## config.mk

```make
export PLATFORM = sky130hd
export DESIGN_NAME = bcd_conv_sched
export DESIGN_NICKNAME = d
export VERILOG_FILES = /design/src/rtl/bcd_pkg.sv /design/src/rtl/bcd_dd_core.sv /design/src/rtl/bcd_conv_sched.sv
export SDC_FILE = /design/constraint.sdc
export NUM_CORES = 1
export LEC_CHECK = 0
export CORE_AREA = 4 4 85 87
export DETAILED_ROUTE_END_ITERATION = 12
export DIE_AREA = 0 0 89 91
export HOLD_SLACK_MARGIN = 0.03
export PLACE_DENSITY = 0.78
export SETUP_SLACK_MARGIN = 0.4
export SLEW_MARGIN = 15
export SYNTH_ARGS = -nofsm -noshare
export SYNTH_HDL_FRONTEND = slang
export SYNTH_SLANG_ARGS = --single-unit
```

## constraint.sdc

```tcl
create_clock -name clk -period 1.6 [get_ports clk]
set_input_delay 0.32 -clock clk [delete_from_list [all_inputs] [get_ports clk]]
set_output_delay 0.32 -clock clk [all_outputs]
set_load 0.01 [all_outputs]
```

## src/rtl/bcd_pkg.sv

```systemverilog
// Shared defaults, FSM state type and iteration-counter sizing for the
// scheduled binary-to-BCD converter.
package bcd_pkg;
  localparam int DATA_W_DEF = 12;
  localparam int DIGITS_DEF = 4;
  localparam int CNT_W_DEF  = $clog2(DATA_W_DEF + 1);

  typedef enum logic [1:0] {IDLE, CONV, DONE} state_t;

  function automatic int cnt_w(input int data_w);
    return $clog2(data_w + 1);
  endfunction
endpackage

```

## src/rtl/bcd_dd_core.sv

```systemverilog
// Iterative double-dabble datapath: one add-3/shift step per cycle while
// step is high; last flags the step that completes DATA_W shifts.
module bcd_dd_core
  import bcd_pkg::*;
#(
  parameter int DATA_W = DATA_W_DEF,
  parameter int DIGITS = DIGITS_DEF
) (
  input  logic                  clk,
  input  logic                  rst_n,
  input  logic                  load,
  input  logic                  step,
  input  logic [DATA_W-1:0]     bin,
  output logic [DIGITS*4-1:0]   bcd,
  output logic                  last
);
  localparam int CW = cnt_w(DATA_W);

  logic [DATA_W-1:0]   sh;
  logic [DIGITS*4-1:0] acc, adj;
  logic [CW-1:0]       cnt;

  always_comb begin
    adj = acc;
    for (int d = 0; d < DIGITS; d++)
      if (acc[d*4 +: 4] >= 4'd5) adj[d*4 +: 4] = acc[d*4 +: 4] + 4'd3;
  end

  always_ff @(posedge clk or negedge rst_n) begin
    if (!rst_n) begin
      sh  <= '0;
      acc <= '0;
      cnt <= '0;
    end else if (load) begin
      sh  <= bin;
      acc <= '0;
      cnt <= '0;
    end else if (step) begin
      {acc, sh} <= {adj, sh} << 1;
      cnt       <= cnt + 1'b1;
    end
  end

  assign bcd  = acc;
  assign last = (cnt == CW'(DATA_W - 1));
endmodule

```

## src/rtl/bcd_conv_sched.sv

```systemverilog
// Two-channel round-robin front end sharing one double-dabble converter;
// holds the FSM, arbiter and per-channel result registers.
module bcd_conv_sched
  import bcd_pkg::*;
#(
  parameter int DATA_W = DATA_W_DEF,
  parameter int DIGITS = DIGITS_DEF
) (
  input  logic                clk,
  input  logic                rst_n,
  input  logic                ch0_valid,
  input  logic [DATA_W-1:0]   ch0_data,
  output logic                ch0_ready,
  input  logic                ch1_valid,
  input  logic [DATA_W-1:0]   ch1_data,
  output logic                ch1_ready,
  output logic [DIGITS*4-1:0] ch0_bcd,
  output logic [DIGITS*4-1:0] ch1_bcd,
  output logic                ch0_done,
  output logic                ch1_done,
  output logic                busy
);
  state_t              state, nxt;
  logic                last_srv, gnt;
  logic                win0, win1, load, step, last;
  logic [DIGITS*4-1:0] res;

  bcd_dd_core #(.DATA_W(DATA_W), .DIGITS(DIGITS)) u_core (
    .clk   (clk),
    .rst_n (rst_n),
    .load  (load),
    .step  (step),
    .bin   (ch1_ready ? ch1_data : ch0_data),
    .bcd   (res),
    .last  (last)
  );

  // last_srv = 1 means channel 1 was served last, so channel 0 wins a tie.
  always_comb begin
    win0      = ch0_valid & (~ch1_valid | last_srv);
    win1      = ch1_valid & (~ch0_valid | ~last_srv);
    ch0_ready = (state == IDLE) & win0;
    ch1_ready = (state == IDLE) & win1;
    nxt       = state;
    load      = 1'b0;
    step      = 1'b0;
    case (state)
      IDLE: if (ch0_ready | ch1_ready) begin
        load = 1'b1;
        nxt  = CONV;
      end
      CONV: begin
        step = 1'b1;
        if (last) nxt = DONE;
      end
      DONE:    nxt = IDLE;
      default: nxt = IDLE;
    endcase
  end

  always_ff @(posedge clk or negedge rst_n) begin
    if (!rst_n) begin
      state    <= IDLE;
      gnt      <= 1'b0;
      last_srv <= 1'b1;
      ch0_bcd  <= '0;
      ch1_bcd  <= '0;
      ch0_done <= 1'b0;
      ch1_done <= 1'b0;
    end else begin
      state    <= nxt;
      ch0_done <= 1'b0;
      ch1_done <= 1'b0;
      if (load) gnt <= ch1_ready;
      if (state == DONE) begin
        last_srv <= gnt;
        if (gnt) begin
          ch1_bcd  <= res;
          ch1_done <= 1'b1;
        end else begin
          ch0_bcd  <= res;
          ch0_done <= 1'b1;
        end
      end
    end
  end

  assign busy = (state != IDLE);
endmodule

```

Yosys cells after proc, flatten, opt, wreduce, memory -nomap -nowiden
Index checks and enable logic that the tools add are counted.
W data, S select, Z words.
{"block": "totals", "ff_bits": 70, "in_bits": 28, "elab_cells": 62, "output_inout_bits": 37}
{"block": "op_classes", "magnitude_cmp": 4, "bitwise_logic": 11, "mux": 21, "add_sub_neg": 5, "eq_ne": 5, "reduce_logical": 6}
{"cell": "$mux W12", "count": 3}
{"cell": "$mux W16", "count": 2}
{"cell": "$mux W4", "count": 5}
{"cell": "$ge A4 B3 Y1 const B", "count": 4}
{"cell": "$add A4 B2 Y4 const B", "count": 3}
{"cell": "$mux W1", "count": 7}
{"cell": "$reduce_and A2 Y1", "count": 3}
{"cell": "$add A4 B1 Y4 const B", "count": 1}
{"cell": "$and A1 B1 Y1", "count": 4}
{"cell": "$eq A4 B4 Y1 const B", "count": 1}
{"cell": "$mux W2", "count": 2}
{"cell": "$not A1 Y1", "count": 4}
{"cell": "$pmux W2 S2", "count": 1}
{"cell": "$reduce_bool A2 Y1", "count": 2}
{"cell": "$add A3 B2 Y3 const B", "count": 1}
{"cell": "$mux W3", "count": 1}
{"cell": "$or A1 B1 Y1", "count": 3}
{"cell": "$eq A2 B1 Y1 const B", "count": 1}
{"cell": "$eq A2 B2 Y1 const B", "count": 1}
{"cell": "$logic_not A2 Y1", "count": 1}
{"cell": "$ne A2 B1 Y1 const B", "count": 1}
{"cell": "$ne A2 B2 Y1 const B", "count": 1}

Longest topological paths before layout
{"block": "depth", "depth_word": 8, "depth_mapped": 6, "depth_no_buf": 6}

By module
Synthesis repeated with hierarchy kept, for this count alone.
{"block": "unflattened", "hier_cells": 287, "hier_area_um2": 3510.9}
{"module": "bcd_dd_core", "instances": 1, "cells_each": 181, "area_per_inst_um2": 1775.5, "seq_area_each_um2": 800.8}
{"module": "bcd_conv_sched", "instances": 1, "cells_each": 106, "area_per_inst_um2": 1735.4, "seq_area_each_um2": 952.2}

Worst setup path after synthesis
OpenSTA, ideal clock, no wires.
{"block": "synth_path", "path_kind": "register to register", "from": "register u_core.acc[1], in the netlist u_core.bcd[1]", "to": "register u_core.acc[2], in the netlist u_core.bcd[2]", "required_ns": 1.517, "n_path_buf": 0, "arrival_time_ns": 1.401, "setup_time_ns": 0.083, "period_less_slack_ns": 1.484, "path_slack_ns": 0.116, "stages_incl_launch_ff": 7, "cell_sequence": "dfrtp_1 -> inv_1 -> ha_1 -> nand2b_1 -> a21oi_1 -> mux2_2 -> o21ai_0"}
{"block": "synth_between", "elab_chain_len": 4}
{"element": "start, declared", "line": "bcd_dd_core.sv:20", "text": "logic [DIGITS*4-1:0] acc, adj;"}
{"element": "start signal, assigned", "line": "bcd_dd_core.sv:39", "text": "{acc, sh} <= {adj, sh} << 1;"}
{"element": "$add A4 B2 Y4 or $ge A4 B3 Y1 (tied branches)", "line": "bcd_dd_core.sv:26", "text": "if (acc[d*4 +: 4] >= 4'd5) adj[d*4 +: 4] = acc[d*4 +: 4] + 4'd3;"}
{"element": "$mux W4 *", "line": "bcd_dd_core.sv:26"}
{"element": "$mux W16 *", "line": "bcd_dd_core.sv:38", "text": "end else if (step) begin"}
{"element": "$mux W16 *", "line": "bcd_dd_core.sv:34", "text": "end else if (load) begin"}
Every way passes the cells marked *; elsewhere a longest branch is shown, timed or not. The select of a mux whose other input is x is not followed.
A chain may end at the register's enable or synchronous reset.

Worst setup path in the final report
{"block": "layout_path", "from": "register state[1]", "to": "register u_core.sh[11]"}
{"block": "layout_between", "elab_chain_len": 6}
{"element": "start, declared", "line": "bcd_conv_sched.sv:23", "text": "state_t state, nxt;"}
{"element": "start signal, assigned", "line": "bcd_conv_sched.sv:71", "text": "state <= nxt;"}
{"element": "$logic_not A2 Y1", "line": "bcd_conv_sched.sv:42, bcd_conv_sched.sv:43, bcd_conv_sched.sv:47"}
{"element": "$and A1 B1 Y1 (on tied branches)", "line": "bcd_conv_sched.sv:42, bcd_conv_sched.sv:43"}
{"element": "$or A1 B1 Y1", "line": "bcd_conv_sched.sv:48", "text": "IDLE: if (ch0_ready | ch1_ready) begin"}
{"element": "$mux W1", "line": "bcd_conv_sched.sv:48"}
{"element": "$mux W1", "line": "bcd_conv_sched.sv:47", "text": "case (state)"}
{"element": "$mux W12 or $reduce_bool A2 Y1 (tied branches)"}
{"element": "end signal, assigned", "line": "bcd_dd_core.sv:35", "text": "sh <= bin;"}
{"element": "end signal, assigned", "line": "bcd_dd_core.sv:39"}
{"element": "end, declared", "line": "bcd_dd_core.sv:19", "text": "logic [DATA_W-1:0] sh;"}
Several ways; a longest one is shown, not always the timed one.

==> metrics.txt <==
number of synthesized flops with an enable pin 0; Rel. slew slack 70.4%; Setup Viol. Count Final 6; DRT antenna net count 0; Critical Path Source Type flop; violated checks setup timing; diode count 0; share of cells above drive strength 1 67.7%; Max Clock Freq 585 MHz; CP Max Fanout 3; IO buf count 64; Leak 2.76 nW; drc violations 0; Reg area 0.00176 sq mm; worst setup path class reg2reg; vias in the first global route 3044; commonest non-fill, non-tap cells in the layout dfrtp_1, buf_4, buf_6; RSZ-0062 raised after global routing true; initial antenna violation count 0; DP Worst Slack -281 ps; Iter 0 DRT Violations 200; Critical Path AT 1930 ps; routed vias 3298; post-synthesis cell count 293; synthesis-stage register bit count 70; Detail Placement HPWL 5040 um; area grow syn2layout 85.3%; DRT Pass-1 Iters 5; final worst slack -110 ps; io pins 65; CP required 1820 ps; global-route wire length before repair 15900 um; status finished with violations; Worst-Skew Late Latency 370 ps; final core utilization 91.4%; Synth cell types 34; synthesized area 0.00313 sq mm; core box area 0.00635 sq mm; Slowest-stage cell, CP dfrtp_1; final-report hold violation count 0; most used cell, CP buf_4; GRT Util Overall 25.8%; most common library cell in the layout ignoring fill and taps dfrtp_1; ys flop type dfrtp_1; Crit path buffers/inverters 3; Clock Tree Root clkbuf_8; CTS H-Tree Depth 3; PwrDens 1830 mW/mm^2; final worst clock skew 7.70 ps; max cap viols 0; CTS tree yes; synthesized net count 330; CP top delay family buffers and inverters; syn avg cell area 10.7 sq um; Worst Setup End Kind flop; drt total wl 13800 um; slew of the pin with the lowest slew margin 444 ps; fin. max-slew vios 0; Clk pin slew, worst setup/hold paths 70 ps; total congestion overflow 0; Initial Util 49.3%; Num Clock Sinks 70; sequential fraction of the synthesis area 56.0%; Longest Clk Path Bufs 2; mean number of vias per cell 6.06; per-cell routed wire length 25.4 um; Cell Count, Final, Fillers Out 544; Multi-input gate area 0.00206 sq mm; Worst Hold Class reg2reg; VDD IR max 1.34 mV; die area 0.00810 sq mm; ys async rst share 100%; CP max stage delay 390 ps; critical path, cell by cell nor2_2 -> buf_4 -> and3_4 -> buf_4 -> buf_8 -> a222oi_1 -> nand2_1; Ys Warns 0; Placer Congestion 0.828; final cycle utilization of the critical path 107%; row cnt 29; total placed cells including tap cells 441; Post-layout nets 499; largest net degree at the start of global routing 71; die height 91 um; min Tclk post-route 1710 ps; die width 89 um; fill count 218; total CTS buffers 9
[area by class of cell]
type | instances | share of cell area [%]
clock buffer | 10 | 2.37
timing repair inverter | 1 | 0.194
sequential | 70 | 30.3
timing repair buffer | 170 | 27.6
inverter | 10 | 0.949
tap | 77 | 1.66
multi-input combinational | 200 | 35.5
clock inverter | 6 | 1.47
[timing repair]
item,CTS,global route
hold buffers,1,0
gates cloned,4,3
setup buffers,37,42
pin swaps,34,41
gates resized for setup,255,112
hold endpoints to repair,69,0
endpoints found under the setup margin,103,107
[report_power, final]
group	switching, mW	total [mW]	leakage [nW]	internal, mW
combinational	2.74	5.83	1.74	3.09
sequential	0.788	3.13	0.917	2.35
clock	0.746	1.66	0.108	0.914
[sequential cells by signal, indices dropped and copies added (netlist names)]
register and flops:
ch1_bcd 16, ch1_done 1, ch0_bcd 16, u_core.sh 12, u_core.bcd 16, u_core.cnt 4
ch0_done 1, state 2, gnt 1, last_srv 1
[per-stage QoR]
step                cell area, sq um  total power, mW  TNS (ps)  hold slack [ps]
global placement                4200             5.89     -2150              372
detailed placement              4200             6.03     -2700              374
floorplan                       3370             4.98         0             24.4
global route                    5800             11.0      -696              525
CTS                             4980             8.79     -72.0              475
finish                          5800             10.6      -362              484
[cells by family after synthesis]
| logic type | share of synthesized area, % |
|---|---|
| buffers and inverters | 3.44 |
| adders and majority gates | 3.60 |
| DFF | 56.0 |
| xor gates and xnor gates | 0.839 |
| muxes | 7.51 |
| AOI/OAI and AO/OA | 13.7 |
| and+or+nand+nor | 14.9 |
[path summary, 6_finish.rpt]
check | endpoint | start | depth (start not counted) | slack [ps]
setup / recovery | u_core.sh[11]$_DFFE_PN0P_ | state[1]$_DFFE_PN0P_ | 7 | -110
max in group asynchronous | last_srv$_DFFE_PN1N_ | rst_n | 3 | 760
min in group asynchronous | ch0_bcd[14]$_DFFE_PN0P_ | rst_n | 3 | 510
setup reg to reg | u_core.sh[11]$_DFFE_PN0P_ | state[1]$_DFFE_PN0P_ | 7 | -110
hold / removal | ch1_bcd[11]$_DFFE_PN0P_ | ch1_bcd[11]$_DFFE_PN0P_ | 2 | 480
hold reg to reg | ch1_bcd[11]$_DFFE_PN0P_ | ch1_bcd[11]$_DFFE_PN0P_ | 2 | 480
[synth_stat cells (all sizes together), types with 2 or more instances]
library cell	count	area, sq um
clkbuf	4	15.0
a22oi	20	150
buf	9	55.1
mux2	20	225
nor3	5	25.0
a21oi	17	85.1
nor3b	3	22.5
nand2b	7	43.8
nor2	12	55.1
nand2	52	195
dfrtp	69	1730
nand3	9	45.0
ha	9	113
o21ai	25	125
xor2	2	17.5
inv	9	33.8
a2111oi	4	60.1
and3	6	37.5
[metal layers]
layer | vias to the layer above | share of wire, % | track usage [%] | routed length, um
met3 | 81 | 8.8 | 6.52 | 1220
met1 | 1636 | 36 | 30.7 | 4930
li1 | 1365 | - | - | -
met4 | 0 | 6.4 | 11.5 | 886
met2 | 216 | 49 | 43.3 | 6780
met5 | - | 0 | 0 | 0
[worst min-delay path: stages, from the launching register on]
cell and delay, ps:
dfrtp_1 340, nand2_1 60, nand2_2 60
(Power assumes the default switching activity.)
